**src/rtl/uart_word_tx.sv**
```systemverilog
// uart_word_tx -- serialises one multi-byte word as back-to-back UART frames.
//
// Each accepted word is sent as NBYTES frames with no idle gap between them.
// Every frame is: start bit (0), 8 data bits LSB first, an optional parity
// bit, then STOP_BITS stop bits (1). Each bit lasts CLKS_PER_BIT clk cycles.
//
// Parameters:
//   CLKS_PER_BIT  clk cycles per serial bit (2..65535)
//   NBYTES        bytes per accepted word (1..8)
//   MSB_FIRST     1: most significant byte of in_data goes first, 0: byte 0 first
//   PARITY        0 none, 1 even, 2 odd
//   STOP_BITS     stop bits per byte (1 or 2)
//
// Ports:
//   clk       single clock, rising edge
//   reset     synchronous, active-high reset
//   in_valid  word offered
//   in_data   word to send (8*NBYTES bits), captured on the accept edge
//   in_ready  high exactly while idle; a word is accepted when in_valid && in_ready
//   tx        registered serial line, idle high
//   busy      inverse of in_ready
//   done      registered one-cycle pulse on the first idle cycle after a word

module uart_word_tx #(
  parameter int CLKS_PER_BIT = 234,
  parameter int NBYTES       = 4,
  parameter int MSB_FIRST    = 1,
  parameter int PARITY       = 0,
  parameter int STOP_BITS    = 1
) (
  input  logic                  clk,
  input  logic                  reset,
  input  logic                  in_valid,
  input  logic [8*NBYTES-1:0]   in_data,
  output logic                  in_ready,
  output logic                  tx,
  output logic                  busy,
  output logic                  done
);

  localparam int         W         = 8 * NBYTES;
  localparam logic [15:0] CNT_LAST  = 16'(CLKS_PER_BIT - 1);
  localparam logic [2:0]  BYTE_LAST = 3'(NBYTES - 1);

  typedef enum logic [2:0] {
    S_IDLE,
    S_START,
    S_DATA,
    S_PARITY,
    S_STOP
  } state_t;

  state_t         state_q, state_d;
  logic [15:0]    cnt_q,   cnt_d;
  logic [2:0]     bit_q,   bit_d;
  logic [2:0]     byte_q,  byte_d;
  logic           stop_q,  stop_d;
  logic [W-1:0]   shreg_q, shreg_d;
  logic           tx_q,    tx_d;
  logic           done_q,  done_d;

  logic [W-1:0]   word_ordered;
  logic           bit_end;
  logic           par_bit;
  logic [2:0]     bit_next;

  // The shift register always holds the byte being sent in [7:0] and moves
  // down by one byte per frame, so MSB-first order is handled once here by
  // reversing the bytes at capture time.
  always_comb begin
    word_ordered = in_data;
    if (MSB_FIRST != 0) begin
      for (int i = 0; i < NBYTES; i++) begin
        word_ordered[8*i +: 8] = in_data[8*(NBYTES-1-i) +: 8];
      end
    end
  end

  assign bit_end  = (cnt_q == CNT_LAST);
  assign bit_next = bit_q + 3'd1;   // wraps 7 -> 0 at the end of a byte
  assign par_bit  = (PARITY == 2) ? ~(^shreg_q[7:0]) : (^shreg_q[7:0]);

  // tx_d is the value the line takes on the edge a new state or bit is
  // entered, which keeps tx a plain register with no output decode.
  always_comb begin
    // NOTE: every signal assigned below gets a default first, so no path
    // through the case can leave one unassigned and infer a latch.
    state_d = state_q;
    cnt_d   = '0;
    bit_d   = bit_q;
    byte_d  = byte_q;
    stop_d  = stop_q;
    shreg_d = shreg_q;
    tx_d    = tx_q;
    done_d  = 1'b0;

    // Bit-period counter runs 0..CLKS_PER_BIT-1 in every non-idle state.
    if (state_q != S_IDLE && !bit_end) begin
      cnt_d = cnt_q + 16'd1;
    end

    case (state_q)
      S_IDLE: begin
        tx_d = 1'b1;
        if (in_valid) begin
          state_d = S_START;
          tx_d    = 1'b0;
          bit_d   = '0;
          byte_d  = '0;
          stop_d  = 1'b0;
          shreg_d = word_ordered;
        end
      end

      S_START: begin
        if (bit_end) begin
          state_d = S_DATA;
          bit_d   = '0;
          tx_d    = shreg_q[0];
        end
      end

      S_DATA: begin
        if (bit_end) begin
          bit_d = bit_next;
          if (bit_q == 3'd7) begin
            if (PARITY != 0) begin
              state_d = S_PARITY;
              tx_d    = par_bit;
            end else begin
              state_d = S_STOP;
              tx_d    = 1'b1;
              stop_d  = 1'b0;
            end
          end else begin
            tx_d = shreg_q[bit_next];
          end
        end
      end

      S_PARITY: begin
        if (bit_end) begin
          state_d = S_STOP;
          tx_d    = 1'b1;
          stop_d  = 1'b0;
        end
      end

      S_STOP: begin
        if (bit_end) begin
          if (STOP_BITS == 2 && !stop_q) begin
            stop_d = 1'b1;
          end else if (byte_q == BYTE_LAST) begin
            state_d = S_IDLE;
            done_d  = 1'b1;
          end else begin
            // Next byte starts immediately: no idle gap inside a word.
            state_d = S_START;
            tx_d    = 1'b0;
            byte_d  = byte_q + 3'd1;
            shreg_d = shreg_q >> 8;
          end
        end
      end

      default: begin
        state_d = S_IDLE;
        tx_d    = 1'b1;
      end
    endcase
  end

  always_ff @(posedge clk) begin
    // NOTE: the shift register is an ordinary flop vector, not a memory, so
    // it is cleared with the rest of the state on reset.
    if (reset) begin
      state_q <= S_IDLE;
      cnt_q   <= '0;
      bit_q   <= '0;
      byte_q  <= '0;
      stop_q  <= 1'b0;
      shreg_q <= '0;
      tx_q    <= 1'b1;
      done_q  <= 1'b0;
    end else begin
      // NOTE: non-blocking assignments so every flop samples the values from
      // before this edge, independent of statement order.
      state_q <= state_d;
      cnt_q   <= cnt_d;
      bit_q   <= bit_d;
      byte_q  <= byte_d;
      stop_q  <= stop_d;
      shreg_q <= shreg_d;
      tx_q    <= tx_d;
      done_q  <= done_d;
    end
  end

  assign in_ready = (state_q == S_IDLE);
  assign busy     = ~in_ready;
  assign tx       = tx_q;
  assign done     = done_q;

endmodule
```
**config.mk**
```make
export PLATFORM = sky130hd
export DESIGN_NAME = uart_word_tx
export DESIGN_NICKNAME = d
export VERILOG_FILES = /design/src/rtl/uart_word_tx.sv
export SDC_FILE = /design/constraint.sdc
export NUM_CORES = 1
export LEC_CHECK = 0
export CELL_PAD_IN_SITES_DETAIL_PLACEMENT = 0
export CELL_PAD_IN_SITES_GLOBAL_PLACEMENT = 1
export CORE_MARGIN = 2
export CORE_UTILIZATION = 42
export DETAILED_ROUTE_END_ITERATION = 8
export MAX_ROUTING_LAYER = met4
export PLACE_DENSITY_LB_ADDON = 0.1
export RECOVER_POWER = 25
export SYNTH_ARGS = -nofsm -noshare
export SYNTH_HDL_FRONTEND = slang
export SYNTH_SLANG_ARGS = --single-unit
```
**constraint.sdc**
```tcl
create_clock -name clk -period 2 [get_ports clk]
set_input_delay 0.2 -clock clk [delete_from_list [all_inputs] [get_ports clk]]
set_output_delay 0.2 -clock clk [all_outputs]
set_load 0.005 [all_outputs]
```
# Word-level counts from Yosys, hierarchy flattened
# Index checks and enable logic that the tools add are counted.
dict set report totals {
  word_cells 71
  ff_bits 59
  input_bits 35
}
dict set report op_classes {
  bitwise_logic 4
  muxes 30
  eq_ne 14
  n_reduce_logical 12
  n_lt_le_gt_ge 1
  add_sub_neg 3
}
# op count
set ops {}
lappend ops {{32-bit 2-to-1 mux} 3}
lappend ops {{32-bit case mux with 2 select lines} 1}
lappend ops {{3-bit 2-to-1 mux} 11}
lappend ops {{16-bit by 1-bit adder with 16-bit output, second input constant} 1}
lappend ops {{16-bit by 8-bit == test with 1-bit output, second input constant} 1}
lappend ops {{3-bit case mux with 5 select lines} 1}
lappend ops {{2-bit != test, second input constant} 7}
lappend ops {{1-bit 2-to-1 mux} 10}
lappend ops {{3-bit by 2-bit == test with 1-bit output, second input constant} 3}
lappend ops {{3-bit case mux with 3 select lines} 1}
lappend ops {{4-bit AND reduction} 2}
lappend ops {{3-bit by 1-bit adder with 3-bit output, second input constant} 2}
lappend ops {{3-bit == test, second input constant} 2}
lappend ops {{3-bit by 6-bit < comparator with 1-bit output, second input constant} 1}
lappend ops {{3-bit case mux with 2 select lines} 1}
lappend ops {{6-bit AND reduction} 1}
lappend ops {{3-bit nonzero test} 2}
lappend ops {{1-bit case mux with 5 select lines} 1}
lappend ops {{5-bit AND reduction} 1}
lappend ops {{1-bit NOT} 4}
lappend ops {{1-bit binary-select mux with 3-bit select} 1}
lappend ops {{3-bit by 1-bit == test with 1-bit output, second input constant} 1}
lappend ops {{3-bit zero test} 1}
lappend ops {{3-bit OR reduction} 1}
lappend ops {{4 further kinds} 4}

# Longest topological paths before layout
dict set report logic_depth {
  ltp_word 6
  depth_mapped 8
  depth_no_buf 7
}

# Least setup slack after synthesis
# OpenSTA, ideal clock, no wires.
dict set report synth_path {
  path_type {reg2reg}
  start {reg cnt_q[0]}
  end {reg shreg_q[5]}
  path_buffers 1
  path_slack_ns 0.164
  setup_ns 0.148
  stages_incl_launch_ff 8
  arrival_time_ns 1.689
  cell_sequence {dfxtp_1 > ha_1 > nor3b_1 > nand4_2 > o31a_2 > nor2_4 > buf_6 > a211oi_1}
}
dict set report synth_via {
  elab_chain_cells 3
}
# item line_no
set synth_lines {}
lappend synth_lines {{start, declared} 54} ;# logic [15:0] cnt_q, cnt_d;
lappend synth_lines {{start signal, assigned} 189} ;# cnt_q <= cnt_d;
lappend synth_lines {{16-bit by 8-bit == test with 1-bit output} 79} ;# assign bit_end = (cnt_q == CNT_LAST);
lappend synth_lines {{2-bit != test (no source line)} n/a}
lappend synth_lines {{4-bit AND reduction (no source line)} n/a}
lappend synth_lines {{end signal, assigned} 193} ;# shreg_q <= shreg_d;
lappend synth_lines {{end, declared} 58} ;# logic [W-1:0] shreg_q, shreg_d;
# No other way between the ends.
# A chain may end at the register's enable or synchronous reset.

# Worst setup path in the final report
dict set report layout_path {
  start {reg bit_q[0]}
  end {reg tx_q, in the netlist tx}
}
dict set report layout_via {
  elab_chain_cells 6
  word_cells_on_any_way 7
  classes_between {add/sub (1); eq/ne (1); mux (5)}
}
# item line_no
set layout_lines {}
lappend layout_lines {{start, declared} 55} ;# logic [2:0] bit_q, bit_d;
lappend layout_lines {{start signal, assigned} 190} ;# bit_q <= bit_d;
lappend layout_lines {{3-bit by 1-bit adder with 3-bit output} 80} ;# assign bit_next = bit_q + 3'd1;
lappend layout_lines {{1-bit binary-select mux with 3-bit select} 136} ;# tx_d = shreg_q[bit_next];
lappend layout_lines {{1-bit 2-to-1 mux (implied by the code)} 136}
lappend layout_lines {{1-bit 2-to-1 mux (*)} 126} ;# if (bit_q == 3'd7) begin
lappend layout_lines {{1-bit 2-to-1 mux (*)} 124} ;# if (bit_end) begin
lappend layout_lines {{1-bit case mux with 5 select lines (*)} 102} ;# case (state_q)
lappend layout_lines {{end signal, assigned} 194} ;# tx_q <= tx_d;
lappend layout_lines {{end, declared} 59} ;# logic tx_q, tx_d;
# Every way passes the cells marked *; elsewhere a longest branch is shown, timed or not. The select of a mux whose other input is x is not followed.

==> metrics <==
Reg2Reg Setup Slack about 0.10 ns; startpoint types flop; area of the multi-input gates approximately 1600 µm²; Hold Path Class input port to flop; area leader, netlist dfxtp_1; most common cell in the synthesized netlist dfxtp_1; Area growth syn-to-layout 24.3%; pwr/cell area around 740 nW/µm²; CTS Buf Count 9; largest net degree at the start of global routing 36; final hold viol count 0; Util after Layout 0.536; Clock transition at path regs 0.07 ns; antenna violations before repair 0; post-DR vias/cell between 5 and 6; final clock skew roughly 0.01 ns; status finished clean; NumNets Final between 300 and 400; CTS tree built; RR Endpoint tx; #FFs+latches synth 59; gpl congestion 0.760; port bufs 38; synth warn 0; WP data required ~2.3 ns; FF-to-FF Start bit_q[0]; maximum clock insertion buffer count 2; WHS Endpoint byte_q[0]; post-synthesis sequential area ratio 0.403; Fillers about 660; CP Class flop to flop; wire per inst ~14 µm; P_leak 1.24 nW; Setup crit end kind flop; Cells after Synth slightly above 300; Seq. cell area between 1000 and 1500 µm²; Hold Crit Depth 2; cell area after synthesis approximately 2900 µm²; layout cell share with drive strength beyond 1 0.175; Clock Sinks 59; final slew viol count 0; synth top area cells dfxtp_1 (40%), mux2i_1 (9.2%), a211oi_2 (7.7%); ant diodes 0; Unique masters post-synth 43; worst r2r path cells 7; # rows 30; CP arrival between 2 and 2.5 ns; Die Wd 87.6 µm; minimum clock period about 1.9 ns; DR pass1 iterations 4; Post-Syn Nets 351; Final Cycle Share 0.949; DPL Wire Length approximately 4.4 mm; Async S/R FF share, synth 0; root buffer cell clkbuf_8; maximum vdd ir drop 0.500 mV; most frequent cells after synthesis dfxtp_1 (59), a21oi_1 (37), mux2i_1 (27); drt drc 0; H-tree levels 3; Synth Flop Type dfxtp_1; drt total wl 6.52 mm; actual slew at the worst max-slew pin a little under 0.5 ns; syn avg cell area around 9.5 µm²; clk_lat worst skew 0.34 ns; fmax 527 MHz; GRT Total Usage 0.190; ANT nets after route 0; unrepaired setup endpoints after global routing no; via count approximately 2.3k; Core Area roughly 6800 µm²; first-pass GRT wire length between 10 and 15 mm; Hold Startpoint reset; iteration-0 DRC count of the detailed router 94; Yosys top cell area share 0.403; vias in the first global route 2250; Setup violations, final 0; Setup TNS 0 ns; height of the die just under 90 µm; max_slew headroom 0.673; Die ar. approximately 7700 µm²; I/O pin total 39; worst-path fanout max 7; EDFF count, synth 0; Max-cap violations 0; GRT overflow 0; post-CTS setup repair buffer count 0; Initial Util 0.432
==> what timing repair did <==
item / CTS / global route
setup endpoints to repair: 1 / 36
gates cloned: 0 / 0
resized for setup: 1 / 5
hold buffers: 0 / 0
==> logic make-up after synthesis <==
| group | count (synthesis) | synth area share |
|---|---|---|
| XOR/XNOR | 14 | 0.0418 |
| AND/OR/NAND/NOR | 83 | 0.154 |
| buffers and inverters | 29 | 0.0499 |
| multiplexers | 28 | 0.0998 |
| adder cells (fa/ha/maj) | 6 | 0.0256 |
| flip-flops | 59 | 0.403 |
| AO/OA/AOI/OAI | 91 | 0.226 |
==> flip-flops by register name, indices dropped and copies added, names as in the netlist <==
name and count:
bit_q 3, cnt_q 16, tx 1, state_q 3
shreg_q 32, byte_q 3, done 1
==> through the flow <==
step / instances / power, mW / worst slack (ns) / hold slack [ns] / cell area (µm²)
detailed placement: 435 / 1.65 / 0.00570 / 0.453 / 3430
floorplan: 310 / 1.51 / 0.164 / 0.336 / 2930
global route: 451 / 2.84 / 0.00610 / 0.165 / 3640
global placement: 435 / 1.65 / 0.0709 / 0.449 / 3430
CTS: 451 / 2.74 / 0.0135 / 0.159 / 3630
finish: 451 / 2.71 / 0.103 / 0.180 / 3640
==> cells in the final DEF, fill, tap and decap left out, types with 2 or more instances in the layout <==
master,instances
xor2_1,8
dlygate4sd3_1,2
inv_1,6
nor3_1,3
a31oi_1,2
mux2i_1,27
clkinv_2,2
a211oi_1,7
nand2_1,21
and3_1,4
clkdlybuf4s50_1,35
o21ai_0,16
and4_1,4
a32oi_1,2
a211oi_2,18
nand3_1,6
xnor2_1,6
buf_12,2
o2bb2ai_1,2
dfxtp_2,3
nor2_1,25
nand4_1,5
buf_4,10
dfxtp_1,56
a21oi_1,37
ha_1,5
nor2b_1,2
clkbuf_8,9
==> final cells by class <==
type | instances | area share
Timing Repair Buffer | 51 | 0.136
Tap cell | 96 | 0.0330
Clock inverter | 6 | 0.0179
Sequential cell | 59 | 0.325
Inverter | 7 | 0.00721
Clock buffer | 10 | 0.0350
Multi-Input combinational cell | 222 | 0.446
==> worst max path at each step <==
stage	from	end	slack [ns]	cells past startpoint
6_report	bit_q[0]	tx	0.10	7
5_1_grt	state_q[1]	busy	0.006	4
2_1_floorplan	cnt_q[0]	shreg_q[5]	0.16	7
3_5_place_dp	bit_q[0]	tx	0.006	7
3_3_place_gp	bit_q[0]	tx	0.07	7
4_1_cts	bit_q[0]	tx	0.01	7
==> power by group <==
| group | switching, mW | internal, mW | total [mW] | leakage (nW) |
|---|---|---|---|---|
| logic | 0.170 | 0.178 | 0.349 | 0.661 |
| clock network | 0.507 | 0.578 | 1.08 | 0.0966 |
| registers | 0.0401 | 1.24 | 1.28 | 0.484 |
==> worst max-delay path, stage by stage (launching register included) <==
cell	delay (ns)
dfxtp_2	0.35
ha_1	0.23
ha_4	0.31
mux4_2	0.18
a2bb2oi_1	0.19
a21oi_1	0.10
o311a_1	0.29
nor3_1	0.17
==> layer usage <==
metal | share of wire | routed length, µm | vias up | track usage
met5 | 0 | 0 | - | -
met4 | 0.012 | 76 | 0 | 0.0545
met3 | 0.035 | 227 | 6 | 0.0679
met2 | 0.43 | 2810 | 40 | 0.268
met1 | 0.52 | 3410 | 1059 | 0.256
li1 | - | - | 1209 | -
(Power assumes the default switching activity.)
